## src/rtl/acl_paddle_ctrl.sv

```systemverilog
// Paces the SPI accelerometer, filters the y-axis reading, and integrates the
// resulting signed velocity once per frame into a clamped paddle position.
module acl_paddle_ctrl #(
  parameter int unsigned SAMPLE_DIV    = 1000000,
  parameter int unsigned SETTLE_CYCLES = 500000,
  parameter int unsigned AVG_LOG2      = 2,
  parameter int unsigned DEADZONE      = 16,
  parameter int unsigned SPEED_SHIFT   = 4,
  parameter int unsigned SCREEN_H      = 480,
  parameter int unsigned PADDLE_H      = 64
) (
  input  logic       CLK,
  input  logic       RST,
  output logic       START,
  input  logic [9:0] Y_AXIS,
  input  logic       FRAME_TICK,
  output logic [9:0] FILT_Y,
  output logic       SAMPLE_STB,
  output logic [9:0] PADDLE_Y
);

  localparam int unsigned DEPTH   = 1 << AVG_LOG2;
  localparam int unsigned SW      = 10 + AVG_LOG2;
  localparam int unsigned DIV_W   = $clog2(SAMPLE_DIV + 1);
  localparam int unsigned SET_W   = $clog2(SETTLE_CYCLES + 1);
  localparam int unsigned POS_MAX = SCREEN_H - PADDLE_H;
  localparam int unsigned POS_MID = POS_MAX / 2;

  localparam logic signed [SW-1:0] DZ      = SW'(DEADZONE);
  localparam logic signed [SW:0]   POS_TOP = (SW + 1)'(POS_MAX);

  typedef enum logic [1:0] {WAIT_DIV, PULSE, SETTLE, CAPTURE} state_t;

  state_t                   state;
  logic [DIV_W-1:0]         div_cnt;
  logic [SET_W-1:0]         set_cnt;
  logic                     div_tc;
  logic signed [9:0]        sample;
  logic                     cap;

  logic signed [9:0]        hist [DEPTH];
  logic [AVG_LOG2-1:0]      ptr;
  logic signed [SW-1:0]     sum;
  logic                     sum_stb;
  logic signed [SW-1:0]     sample_x;
  logic signed [SW-1:0]     old_x;

  logic signed [SW-1:0]     avg;
  logic signed [SW-1:0]     dz_val;
  logic signed [SW-1:0]     vel_next;
  logic signed [SW-1:0]     vel;
  logic signed [SW:0]       pos_sum;

  assign div_tc = (div_cnt == DIV_W'(SAMPLE_DIV));

  // The divider free-runs in every state, so the terminal count can also land
  // in CAPTURE when SETTLE_CYCLES is close to SAMPLE_DIV.
  always_ff @(posedge CLK or posedge RST) begin
    if (RST) begin
      state   <= WAIT_DIV;
      div_cnt <= '0;
      set_cnt <= '0;
      START   <= 1'b0;
      sample  <= '0;
      cap     <= 1'b0;
    end else begin
      START   <= 1'b0;
      cap     <= 1'b0;
      div_cnt <= div_tc ? '0 : div_cnt + 1'b1;
      case (state)
        WAIT_DIV: begin
          if (div_tc) begin
            state <= PULSE;
            START <= 1'b1;
          end
        end
        PULSE: begin
          state   <= SETTLE;
          set_cnt <= '0;
        end
        SETTLE: begin
          if (set_cnt == SET_W'(SETTLE_CYCLES - 1)) begin
            state  <= CAPTURE;
            sample <= Y_AXIS;
            cap    <= 1'b1;
          end else begin
            set_cnt <= set_cnt + 1'b1;
          end
        end
        CAPTURE: begin
          if (div_tc) begin
            state <= PULSE;
            START <= 1'b1;
          end else begin
            state <= WAIT_DIV;
          end
        end
        default: state <= WAIT_DIV;
      endcase
    end
  end

  always_comb begin
    sample_x = {{AVG_LOG2{sample[9]}}, sample};
    old_x    = {{AVG_LOG2{hist[ptr][9]}}, hist[ptr]};
  end

  always_ff @(posedge CLK or posedge RST) begin
    if (RST) begin
      for (int unsigned i = 0; i < DEPTH; i++) hist[i] <= '0;
      ptr     <= '0;
      sum     <= '0;
      sum_stb <= 1'b0;
    end else begin
      sum_stb <= cap;
      if (cap) begin
        hist[ptr] <= sample;
        sum       <= sum + sample_x - old_x;
        ptr       <= ptr + 1'b1;
      end
    end
  end

  // Arithmetic shifts floor toward negative on both the average and the velocity.
  always_comb begin
    avg = sum >>> AVG_LOG2;
    if (avg > DZ)       dz_val = avg - DZ;
    else if (avg < -DZ) dz_val = avg + DZ;
    else                dz_val = '0;
    vel_next = dz_val >>> SPEED_SHIFT;
  end

  always_ff @(posedge CLK or posedge RST) begin
    if (RST) begin
      FILT_Y     <= '0;
      vel        <= '0;
      SAMPLE_STB <= 1'b0;
    end else begin
      SAMPLE_STB <= sum_stb;
      if (sum_stb) begin
        FILT_Y <= avg[9:0];
        vel    <= vel_next;
      end
    end
  end

  assign pos_sum = $signed({{(SW - 9){1'b0}}, PADDLE_Y}) + $signed({vel[SW-1], vel});

  always_ff @(posedge CLK or posedge RST) begin
    if (RST) begin
      PADDLE_Y <= 10'(POS_MID);
    end else if (FRAME_TICK) begin
      if (pos_sum < 0)            PADDLE_Y <= '0;
      else if (pos_sum > POS_TOP) PADDLE_Y <= 10'(POS_MAX);
      else                        PADDLE_Y <= pos_sum[9:0];
    end
  end

endmodule

```

## config.mk

```make
export PLATFORM = sky130hd
export DESIGN_NAME = acl_paddle_ctrl
export DESIGN_NICKNAME = d
export VERILOG_FILES = /design/src/rtl/acl_paddle_ctrl.sv
export SDC_FILE = /design/constraint.sdc
export NUM_CORES = 1
export LEC_CHECK = 0
export CORE_MARGIN = 3
export CORE_UTILIZATION = 55
export CTS_CLUSTER_DIAMETER = 50
export DETAILED_ROUTE_END_ITERATION = 6
export GPL_ROUTABILITY_DRIVEN = 1
export GPL_TIMING_DRIVEN = 0
export PLACE_DENSITY = 0.77
export SLEW_MARGIN = 20
export SYNTH_ARGS = -nofsm -noshare
export SYNTH_HDL_FRONTEND = slang
export SYNTH_SLANG_ARGS = --single-unit
export TNS_END_PERCENT = 30
```

## constraint.sdc

```tcl
create_clock -name CLK -period 3.8 [get_ports CLK]
set_input_delay 0.38 -clock CLK [delete_from_list [all_inputs] [get_ports CLK]]
set_output_delay 0.38 -clock CLK [all_outputs]
set_load 0.005 [all_outputs]
```

-- After elaboration in Yosys (flattened, before gate mapping)
Cells that the tools add are included.
- flip-flop bits (word level): 137
- bits in latches: 0
- RAM bits: 0
- bits in read-only memories: 0
- input port bits: 13
- word-level logic and storage cells: 68
- memories: 0
- add/sub/neg operators: 8
- multiply operators: 0
- div/mod/pow operators: 0
- magnitude comparators: 6
- equality and inequality tests: 8
- shifts and indexed selects: 0
- mux-type cells: 21
- bitwise gates (word level): 1
- reductions and logical operators: 7
- operators by type and width (kind ; count):
    $mux W10 ; 5
    $bwmux W40 ; 1
    $pmux W19 S2 ; 1
    $mux W12 ; 2
    $add A20 B1 Y20 const B ; 1
    $bmux W10 S2 ; 1
    $demux W10 S2 ; 1
    $eq A20 B20 Y1 const B ; 1
    $mux W20 ; 1
    $add A19 B1 Y19 const B ; 1
    $eq A19 B19 Y1 const B ; 1
    $mux W19 ; 1
    $add A11 B8 Y12 ; 1
    $add A12 B10 Y12 ; 1
    $gt A12 B10 Y1 const B ; 1
    $lt A12 B1 Y1 const B ; 1
    $sub A12 B10 Y12 ; 1
    $add A10 B6 Y11 const B ; 1
    $sub A10 B6 Y11 const B ; 1
    $gt A10 B6 Y1 const B ; 1
    $lt A10 B5 Y1 const B ; 1
    $pmux W2 S4 ; 1
    $ne A2 B2 Y1 const B ; 3
    $reduce_and A2 Y1 ; 3
    other kinds (12) ; 18

-- Depth between registers and ports, before layout
- word-level depth: 6
- depth in mapped cells: 14
- depth with buffers taken out: 13

-- Worst setup path before layout
Ideal clock, no wire load.
- path kind: reg-to-reg
- start: reg ptr[1]
- end: reg sum[10]
- library setup time: 120 ps
- data arrival time: 3513 ps
- required time: 3680 ps
- setup slack: 167 ps
- cell stages (with the launch flop): 13
- path buffers: 1
- cell sequence: dfrtp_1 buf_1 mux4_2 fa_1 inv_1 ha_1 nor2b_1 o21a_1 o21ai_2 a21oi_1 o211a_1 or3_1 a31o_2
- longest elaborated chain between the ends: 5
- RTL lines (what ; RTL line ; text):
    from (decl) ; 42 ; logic [AVG_LOG2-1:0] ptr;
    from (signal assigned) ; 119 ; ptr <= ptr + 1'b1;
    $not A2 Y3 (not written as such) ; 105 ; old_x = {{AVG_LOG2{hist[ptr][9]}}, hist[ptr]};
    $bmux W10 S2 ; 105 ;
    $mux W10 (not written as such) (2 in a row) ; 105 ;
    $sub A12 B10 Y12 ; 118 ; sum <= sum + sample_x - old_x;
    to (signal assigned) ; 118 ;
    to (decl) ; 43 ; logic signed [SW-1:0] sum;
No other way between the ends. The select of a mux whose other input is x is not followed.
A chain may end at the register's enable or synchronous reset.

-- Worst setup path in the final report
Same ends and word-level chain as after synthesis.

==> metrics.json <==
{
  "fin_ws": {"value": 0.2078, "unit": "ns"},
  "syn_to_final_growth": {"value": 16.36, "unit": "%"},
  "cpMaxStageDelayCell": {"value": "sky130_fd_sc_hd__mux4_2"},
  "maxSlewViolCount": {"value": 0},
  "clock_path_buffers": {"value": 2},
  "clk_latency": {"value": 0.43, "unit": "ns"},
  "irDropWorstVdd": {"value": 271.4, "unit": "µV"},
  "yosysSeqAreaShare": {"value": 0.4519},
  "via_count": {"value": 5683},
  "cp.arrival": {"value": 3.91, "unit": "ns"},
  "required": {"value": 4.12, "unit": "ns"},
  "detailroute.wirelength.met3": {"value": 751, "unit": "µm"},
  "placement.io_buffers": {"value": 34},
  "timing.hold.worst.class": {"value": "primary input to async pin"},
  "grt_pass1_wl": {"value": 27340, "unit": "µm"},
  "seqCellArea": {"value": 3408, "unit": "µm²"},
  "die_area": {"value": 15150, "unit": "µm²"},
  "final.period_utilization": {"value": 0.9453},
  "timing.setup.tns": {"value": 0, "unit": "ns"},
  "routed_met1_length": {"value": 6937, "unit": "µm"},
  "routed-wl-met2": {"value": 7638, "unit": "µm"},
  "die_w": {"value": 123.1, "unit": "µm"},
  "ys_ff_latch": {"value": 136},
  "setup_viol": {"value": 0},
  "tritoncts.num_buffers": {"value": 17},
  "timing_hold_violations_final": {"value": 0},
  "synth_top_area_share": {"value": 0.4414},
  "primary_flip_flop_cell_chosen_by_synthesis_mapping": {"value": "sky130_fd_sc_hd__dfrtp_1"},
  "globalplace.congestion": {"value": 0.9386},
  "powerDensity": {"value": 375.1, "unit": "nW/µm²"},
  "yosys_warnings": {"value": 0},
  "critPathMaxFanout": {"value": 10},
  "drt_drc_violations_left": {"value": 0},
  "multi_input_comb_area": {"value": 3777, "unit": "µm²"},
  "synth.top_cells.by_area": {"value": "sky130_fd_sc_hd__dfrtp_1 44%, sky130_fd_sc_hd__ha_1 6.6%, sky130_fd_sc_hd__o21ai_0 5.1%, sky130_fd_sc_hd__nand2_1 4.5%, sky130_fd_sc_hd__inv_1 3.7%"},
  "die_height": {"value": 123.1, "unit": "µm"},
  "worst_setup_path_start_kind": {"value": "register"},
  "fmaxAchievable": {"value": 278.4, "unit": "MHz"},
  "fin_total_pwr": {"value": 0.003291, "unit": "W"},
  "core_area": {"value": 13350, "unit": "µm²"},
  "largest_incremental_delay_on_the_critical_path": {"value": 0.53, "unit": "ns"},
  "std_cell_rows": {"value": 42},
  "yosys.cell_types.count": {"value": 67},
  "p_leak": {"value": 3.974, "unit": "nW"},
  "cts_tree": {"value": "yes"},
  "r2r_start": {"value": "ptr[1]$_DFFE_PP0P_"},
  "clockRootBuffer": {"value": "sky130_fd_sc_hd__clkbuf_16"},
  "cts.reportedPaths.clkPinSlew": {"value": 0.06, "unit": "ns"},
  "r2r_endpoint": {"value": "sum[10]$_DFFE_PP0P_"},
  "fillerInstances": {"value": 1039},
  "crit_path_end_kind": {"value": "register"},
  "initial_core_util": {"value": 0.5649},
  "async_flop_share": {"value": 1.000},
  "wl_final": {"value": 15580, "unit": "µm"},
  "final_util": {"value": 0.6573},
  "cts_setup_buffers": {"value": 0},
  "synth_enable_flop_cells": {"value": 0},
  "worst_r2r_path_depth": {"value": 12},
  "slew_headroom": {"value": 0.6116},
  "worst_clock_skew": {"value": 0.008337, "unit": "ns"},
  "detail_routed_net_length_per_standard_cell": {"value": 15.53, "unit": "µm"},
  "synthesis.area_per_instance": {"value": 9.960, "unit": "µm²"},
  "timing.critical_path.cells": {"value": "buf_6 > mux4_2 > fa_1 > inv_1 > ha_1 > nor2b_1 > o21a_1 > o21ai_2 > a21oi_1 > o211a_1 > or3_1 > a31o_2"},
  "cts_h_tree_depth": {"value": 4},
  "max_capacitance_violation_total": {"value": 0},
  "cts.sinks": {"value": 136},
  "first_pass_iters": {"value": 5},
  "reg2reg_setup_slack": {"value": 0.21, "unit": "ns"},
  "grt.total_usage": {"value": 0.2283},
  "overflow": {"value": 0},
  "timing.setup.critical_path_class": {"value": "register to register"},
  "run_status": {"value": "finished clean"},
  "vias_in_the_first_global_route": {"value": 5747},
  "netlist_area_before_placement": {"value": 7540, "unit": "µm²"},
  "final_layout_size_suffix_gt1_frac": {"value": 0.1112},
  "detailedPlacementHpwl": {"value": 11270, "unit": "µm"},
  "drt_first_iter_violations": {"value": 508},
  "post-place-ws": {"value": -0.2044, "unit": "ns"},
  "grt_max_degree": {"value": 34},
  "finish.net_count": {"value": 879},
  "cell_family_with_most_cp_delay": {"value": "compound AO/OA/AOI/OAI gates"},
  "cp.buffers_inverters": {"value": 2},
  "initial_antenna_violation_count": {"value": 0},
  "synthCells": {"value": 757},
  "antenna-diode-count": {"value": 0},
  "ant_nets": {"value": 0},
  "route.top_layer_used": {"value": "met4"},
  "rsz0062_at_grt": {"value": "no"},
  "vias_per_cell": {"value": 5.666},
  "synthesis.nets": {"value": 822},
  "worst_pin_slew": {"value": 0.5794, "unit": "ns"},
  "ioPinCount": {"value": 35},
  "netlist.top_cell.by_area": {"value": "sky130_fd_sc_hd__dfrtp_1"},
  "final_period_minus_worst_setup_slack": {"value": 3.592, "unit": "ns"}
}
## flip-flops by register name, summed over array words and instances, names as in the netlist
signal,flops
FILT_Y,10
sum_stb,1
hist,40
SAMPLE_STB,1
sum,12
ptr,2
set_cnt,19
PADDLE_Y,10
div_cnt,20
sample,10
state,2
vel,7
START,1
cap,1
## Yosys cell counts (all sizes together), types with 6 or more instances
master,instances
dfrtp,133
nand2,90
o21ai,84
inv,75
nor2,59
ha,40
xnor2,30
nand3,21
a21oi,20
mux2,17
xor2,16
clkbuf,14
fa,12
nor3,11
mux4,10
nand4,10
o22ai,10
nand2b,8
nor2b,8
a211oi,7
nor4,6
o21a,6
## placed cells by master, fill, tap and decap left out, drive strengths merged, types with 5 or more instances in the layout
master,instances
o21a,6
and3,5
nor3,11
fa,12
nand2,90
mux4,10
a21oi,20
dfrtp,133
inv,84
clkdlybuf4s50,34
nor2,59
o22ai,10
xor2,16
a211oi,7
mux2i,5
mux2,17
xnor2,30
nor4,6
buf,8
nand4,10
nand2b,8
ha,40
nor2b,8
nand3,21
clkbuf,32
o21ai,84
## routing by layer
metal  global-route usage  up-vias
met5                    0        -
met4              0.07266        0
met3              0.05352       21
met2               0.3727      152
met1               0.3046     2789
li1                     -     2721
## cells by family after synthesis
family | Yosys count | share of synthesized area
AND/OR/NAND/NOR | 239 | 0.1530
multiplexers | 32 | 0.06356
adder cells (fa/ha/maj) | 52 | 0.09824
buffers and inverters | 94 | 0.04713
XOR/XNOR | 46 | 0.05343
flip-flops | 136 | 0.4519
AO/OA/AOI/OAI | 158 | 0.1328
## report_power, final
part	leakage, nW	total, W	switching, W	internal [W]
Sequential	1.82	0.00148	0.0000161	0.00147
Combinational	1.87	0.000192	0.000104	0.0000884
Clock	0.280	0.00161	0.000690	0.000924
Total	3.97	0.00329	0.000810	0.00248
## worst max-delay path by stage
stage	start	to	slack, ns	cells past startpoint
after CTS	ptr[1]$_DFFE_PP0P_	sum[10]$_DFFE_PP0P_	0.04	12
after global placement	ptr[1]$_DFFE_PP0P_	sum[10]$_DFFE_PP0P_	-0.17	12
final	ptr[1]$_DFFE_PP0P_	sum[10]$_DFFE_PP0P_	0.21	12
after detailed placement	ptr[1]$_DFFE_PP0P_	sum[10]$_DFFE_PP0P_	-0.20	12
after global routing	ptr[0]$_DFFE_PP0P_	sum[10]$_DFFE_PP0P_	0.06	12
after floorplan	ptr[1]$_DFFE_PP0P_	sum[10]$_DFFE_PP0P_	0.17	12
## area by class of cell
class                      instances  share of cell area
clock buffer                      17             0.04849
timing repair buffer              38             0.04792
sequential                       136              0.3885
multi-input combinational        527              0.4305
inverter                          75             0.03252
buffer                            19            0.009698
tap                              176             0.02510
clock inverter                    15             0.01726
## stage by stage
step                      instance area (µm²)  cells  hold WS [ns]
after floorplan                          7543    757        0.3519
after global placement                   8104    967        0.4198
after detailed placement                 8184    971        0.4167
after CTS                                8763   1003        0.3059
after global routing                     8773   1003        0.3176
final                                    8773   1003        0.3048
## timing repair
item | in CTS | in global routing
hold buffers | 0 | 0
endpoints found under the setup margin | 1 | 1
gates resized for setup | 2 | 5
endpoints found under the hold margin | 0 | 0
pin swaps | 0 | 0
No activity file was read; power rests on OpenSTA's default activity.
